`src/rtl/divider_pkg.sv`:
```
// Shared RV32M definitions: funct3 encodings, divider FSM states and the
// result constants used for the architecturally defined corner cases.
package m_extension;

    typedef enum logic [2:0] {
        F3_MUL    = 3'b000,
        F3_MULH   = 3'b001,
        F3_MULHSU = 3'b010,
        F3_MULHU  = 3'b011,
        F3_DIV    = 3'b100,
        F3_DIVU   = 3'b101,
        F3_REM    = 3'b110,
        F3_REMU   = 3'b111
    } m_funct3;

    typedef enum logic {
        IDLE = 1'b0,
        CALC = 1'b1
    } div_state_t;

    localparam int          DIV_ITER      = 32;
    localparam logic [31:0] DIV_BY_ZERO_Q = 32'hFFFF_FFFF;
    localparam logic [31:0] INT_MIN       = 32'h8000_0000;

endpackage

```
`src/rtl/divider_step.sv`:
```
// One combinational restoring-division iteration: shift the partial remainder
// left by one quotient bit and subtract the divisor if it fits.
module div_step #(
    parameter int XLEN = 32
) (
    input  logic [XLEN-1:0] rem,
    input  logic [XLEN-1:0] quo,
    input  logic [XLEN-1:0] divisor,
    output logic [XLEN-1:0] next_rem,
    output logic [XLEN-1:0] next_quo
);

    logic [XLEN:0] shifted;
    logic [XLEN:0] trial;

    // The extra top bit keeps 2*rem+1 exact; trial's MSB is its sign.
    assign shifted = {rem, quo[XLEN-1]};
    assign trial   = shifted - {1'b0, divisor};

    always_comb begin
        next_quo = {quo[XLEN-2:0], ~trial[XLEN]};
        next_rem = trial[XLEN] ? shifted[XLEN-1:0] : trial[XLEN-1:0];
    end

endmodule

```
`src/rtl/divider.sv`:
```
// Iterative radix-2 restoring divider for RV32M DIV/DIVU/REM/REMU.
// One quotient bit per cycle; divide-by-zero and signed overflow finish at once.
module divider
    import m_extension::*;
#(
    parameter int XLEN  = 32,
    parameter int CNT_W = 5
) (
    input  logic            clk,
    input  logic            rst,
    input  logic [XLEN-1:0] rs1_data,
    input  logic [XLEN-1:0] rs2_data,
    input  m_funct3         funct3,
    input  logic            div_start,
    input  logic            flush,
    output logic            div_busy,
    output logic            div_done,
    output logic [XLEN-1:0] div_out
);

    div_state_t      state;
    logic            op_rem;
    logic            sign_q;
    logic            sign_r;
    logic [XLEN-1:0] divisor;
    logic [XLEN-1:0] rem;
    logic [XLEN-1:0] quo;
    logic [CNT_W-1:0] cnt;

    logic            is_signed;
    logic            a_neg;
    logic            b_neg;
    logic [XLEN-1:0] a_mag;
    logic [XLEN-1:0] b_mag;
    logic            accept;
    logic            div_zero;
    logic            overflow;
    logic            last_iter;
    logic [XLEN-1:0] next_rem;
    logic [XLEN-1:0] next_quo;
    logic [XLEN-1:0] q_fixed;
    logic [XLEN-1:0] r_fixed;

    // funct3[0] set means the unsigned variant; magnitudes of INT_MIN stay 0x80000000.
    assign is_signed = ~funct3[0];
    assign a_neg     = is_signed & rs1_data[XLEN-1];
    assign b_neg     = is_signed & rs2_data[XLEN-1];
    assign a_mag     = a_neg ? -rs1_data : rs1_data;
    assign b_mag     = b_neg ? -rs2_data : rs2_data;
    assign accept    = div_start & funct3[2] & (state == IDLE) & ~flush;
    assign div_zero  = (rs2_data == '0);
    assign overflow  = is_signed & (rs1_data == INT_MIN) & (rs2_data == '1);
    assign last_iter = (cnt == CNT_W'(DIV_ITER - 1));
    assign q_fixed   = sign_q ? -next_quo : next_quo;
    assign r_fixed   = sign_r ? -next_rem : next_rem;
    assign div_busy  = (state == CALC);

    div_step #(.XLEN(XLEN)) u_step (
        .rem      (rem),
        .quo      (quo),
        .divisor  (divisor),
        .next_rem (next_rem),
        .next_quo (next_quo)
    );

    always_ff @(posedge clk or posedge rst) begin
        if (rst) begin
            state    <= IDLE;
            op_rem   <= 1'b0;
            sign_q   <= 1'b0;
            sign_r   <= 1'b0;
            divisor  <= '0;
            rem      <= '0;
            quo      <= '0;
            cnt      <= '0;
            div_done <= 1'b0;
            div_out  <= '0;
        end else begin
            div_done <= 1'b0;
            case (state)
                IDLE: begin
                    if (accept) begin
                        if (div_zero) begin
                            div_out  <= funct3[1] ? rs1_data : DIV_BY_ZERO_Q;
                            div_done <= 1'b1;
                        end else if (overflow) begin
                            div_out  <= funct3[1] ? '0 : INT_MIN;
                            div_done <= 1'b1;
                        end else begin
                            state   <= CALC;
                            op_rem  <= funct3[1];
                            sign_q  <= a_neg ^ b_neg;
                            sign_r  <= a_neg;
                            divisor <= b_mag;
                            quo     <= a_mag;
                            rem     <= '0;
                            cnt     <= '0;
                        end
                    end
                end
                CALC: begin
                    if (flush) begin
                        state <= IDLE;
                    end else begin
                        rem <= next_rem;
                        quo <= next_quo;
                        cnt <= cnt + 1'b1;
                        // Final iteration: register the sign-corrected result directly.
                        if (last_iter) begin
                            state    <= IDLE;
                            div_out  <= op_rem ? r_fixed : q_fixed;
                            div_done <= 1'b1;
                        end
                    end
                end
                default: state <= IDLE;
            endcase
        end
    end

endmodule
```
`config.mk`:
```
export PLATFORM = sky130hd
export DESIGN_NAME = divider
export DESIGN_NICKNAME = d
export VERILOG_FILES = /design/src/rtl/divider_pkg.sv /design/src/rtl/divider_step.sv /design/src/rtl/divider.sv
export SDC_FILE = /design/constraint.sdc
export NUM_CORES = 1
export LEC_CHECK = 0
export CORE_ASPECT_RATIO = 0.75
export CORE_MARGIN = 2
export CORE_UTILIZATION = 55
export CTS_CLUSTER_DIAMETER = 30
export DETAILED_ROUTE_END_ITERATION = 10
export HOLD_SLACK_MARGIN = 0.08
export PLACE_DENSITY = 0.82
export SLEW_MARGIN = 25
export SYNTH_ARGS = -nofsm -noshare
export SYNTH_HDL_FRONTEND = slang
export SYNTH_SLANG_ARGS = --single-unit
```
`constraint.sdc`:
```
create_clock -name clk -period 7.5 [get_ports clk]
set_input_delay 1.875 -clock clk [delete_from_list [all_inputs] [get_ports clk]]
set_output_delay 1.875 -clock clk [all_outputs]
set_load 0.05 [all_outputs]
```
==> results.yml <==
cts:
  worstSkewPairLatency_ns: 0.44
  cts_num_sinks: 138
  cts_resized: 0
  cts_made_buffers: 17
  clk_pin_slew_ns: 0.06
  cts_setup_buffers: 0
  cts_tree: "built"
  cts-root-buf: "clkbuf_16"
  hold_buffers: 0
  htreeDepth: 4
  clockBufferDepth: 2
yosys:
  synth_area_sq_mm: 0.01190
  synth_area_leaders: "dfrtp_1 29%, o21ai_0 8.5%, nand2_1 6.3%, xnor2_1 5.7%, a21oi_1 5.0%"
  synth_seq_area_share_pct: 29.03
  synth_flop_cell: "dfrtp_1"
  syn_nets: 1654
  synth.distinct_cells: 98
  synth_edf_count: 0
  syn_area_per_cell_sq_um: 7.710
  synthCells: 1543
  synth_top_area_cell: "dfrtp_1"
  synthArstFlopShare_pct: 100.0
  ys_ff_latch: 138
  synth_top_area_share_pct: 29.03
  yosysWarnings: 0
grt:
  antenna_found_initial: 0
  grt_max_degree: 91
  grt_pass1_vias: 11199
  globalRouteOverflowTotal: 0
  track_usage_pct: 32.06
  grt_pass1_wl_mm: 59.35
floorplanning:
  coreArea_sq_mm: 0.02118
  initial_core_util_pct: 56.17
  core.rowCount: 46
  die_h_um: 131.4
  ios: 105
  die_area_sq_mm: 0.02283
  die_x_um: 173.8
detailed_routing:
  drc: 0
  drtAntennaViolNets: 0
  wirelength_mm: 37.00
  wl_per_cell_um: 19.64
  dr.first_iter.drc_count: 1381
  via_per_inst: 6.489
  drtPass1Iterations: 6
  num_vias: 12225
timing:
  fmax_mhz: 170.8
  rsz0062_at_grt: "no"
  tightest_slew_ns: 1.043
  hold_viol_final: 0
  fin_crit_sh_pct: 78.04
  slew_violations: 0
  relSlewSlack_pct: 29.94
  fin_skew_ns: 0.01069
  setup-tns-final_ns: 0
  setup_viol: 0
  min_period_ns: 5.853
power_and_ir_drop:
  ir_drop_uv: 185.9
  p_per_area_mw_per_mm2: 212.3
  leakage_uw: 0.005412
finish:
  num-fill-cells: 1856
  final_cell_mix: "203 x o21ai_0, 200 x nand2_1, 136 x dfrtp_1"
  instances_no_fill: 1884
  ff_latch_area_sq_mm: 0.003456
  multi_input_area_sq_mm: 0.007807
  layout-drive-gt1-share_pct: 5.639
  synthToLayoutAreaGrowth_pct: 14.17
  final_common_cell: "o21ai_0"
  nNetsFinal: 1695
  antennaDiodeCount: 0
placed_design:
  portBuffers: 104
  detailedPlacementHpwl_mm: 27.35
  place_inst: 1853
  place.gp.congestion: 0.9817
critical_path:
  required_ns: 7.80
  cp-end-kind: "flip-flop"
  cp.arrival_ns: 6.15
  worst_path_max_delay_cell: "nor2_8"
  critPathMaxFanout: 46
  slowest_delay_ns: 0.63
  path_class: "flip-flop to flip-flop"
  cpLargestDelayFamily: "compound AO/OA/AOI/OAI gates"
  setup.worst_path.start_class: "flip-flop"
  path_cells: "inv_1 > ha_1 > fa_1 > nor2b_1 > o31a_1 > o211ai_2 > a21boi_2 > nor3_2 > nor2_8 > inv_2 > a21oi_1 > ha_1 > nand3_1 > or4b_4 > o41ai_4 > o2111ai_2 > o31ai_1 > xor2_1 > o211ai_1"
  crit_buf_inv: 2
  crit_top_cell: "ha_1"
run_status:
  outcome: "complete, no violations"
run:
  max_cap_viol_count: 0
min_path:
  worstHoldPathType: "flip-flop to flip-flop"
kinds of logic (layout without fill, tap and decap cells):
kind of cell / count (synthesis) / after routing / share of synthesized area (%)
flip-flops: 138 / 138 / 29.03
buffers and inverters: 155 / 208 / 5.616
XOR/XNOR: 139 / 139 / 10.30
multiplexers: 27 / 27 / 2.303
AND/OR/NAND/NOR: 511 / 511 / 20.36
AO/OA/AOI/OAI: 533 / 533 / 28.12
adder cells (fa/ha/maj): 40 / 40 / 4.270
state kept, by name, indices dropped and copies added, names as in the netlist:
register  flops
divisor      32
sign_r        1
quo          32
sign_q        1
div_done      1
div_out      32
div_busy      1
op_rem        1
cnt           5
rem          32
cells in the mapped netlist, drive strengths merged (31+ instances only):
cell type,instances
o21ai,210
nand2,200
dfrtp,138
nor2,131
a21oi,122
xnor2,79
inv,62
clkbuf,61
xor2,60
ha,39
o211ai,36
o31ai,32
buf,31
power by group:
group	switching, uW	leakage, uW	internal [uW]
combinational	634	0.00335	401
clock	356	0.000291	523
sequential	127	0.00177	842
worst paths after layout:
kind / start / to / slack (ns) / cells past startpoint
setup / recovery: quo[31] / div_out[30] / 1.65 / 19
hold / removal: div_out[1] / div_out[1] / 0.49 / 2
setup reg to reg: quo[31] / div_out[30] / 1.65 / 19
hold reg to reg: div_out[1] / div_out[1] / 0.49 / 2
max in group asynchronous: rst / cnt[1] / 4.36 / 3
min in group asynchronous: rst / div_out[2] / 1.95 / 2
area by class of cell:
| type | count | area share [%] |
|---|---|---|
| Clock buffer | 17 | 3.132 |
| Clock inverter | 14 | 1.290 |
| Inverter | 63 | 1.778 |
| Multi-Input combinational cell | 1250 | 57.48 |
| Sequential cell | 138 | 25.44 |
| Tap cell | 288 | 2.653 |
| Timing Repair Buffer | 114 | 8.217 |
metal layers:
layer  up-vias  part of all wire, %  track usage (%)  wire length, um
li1       5646                    -                -                -
met1      5813                   44            46.04            16290
met2       661                   44            48.19            16130
met3       105                  9.5            6.481             3514
met4         0                  2.9            10.69             1066
met5         -                    0                0                0
per-stage QoR:
stage                     util, %  setup slack (ns)  instance area, sq um  hold slack [ns]  total power [uW]
final                       64.12             1.647                 13580           0.4918              2884
after global routing        64.12             1.282                 13580           0.5144              3030
after CTS                   64.10             1.818                 13580           0.4899              2855
after detailed placement    61.26             1.762                 12970           0.4769              1980
after global placement      61.26             1.870                 12970           0.4718              1958
after floorplan                 -             1.929                 11900           0.4563              1700
tightest hold or removal path, stage by stage, from the launching register on:
cell,delay (ns)
dfrtp_1,0.35
nand2_1,0.05
o21ai_0,0.06
No activity file was read; power rests on OpenSTA's default activity.
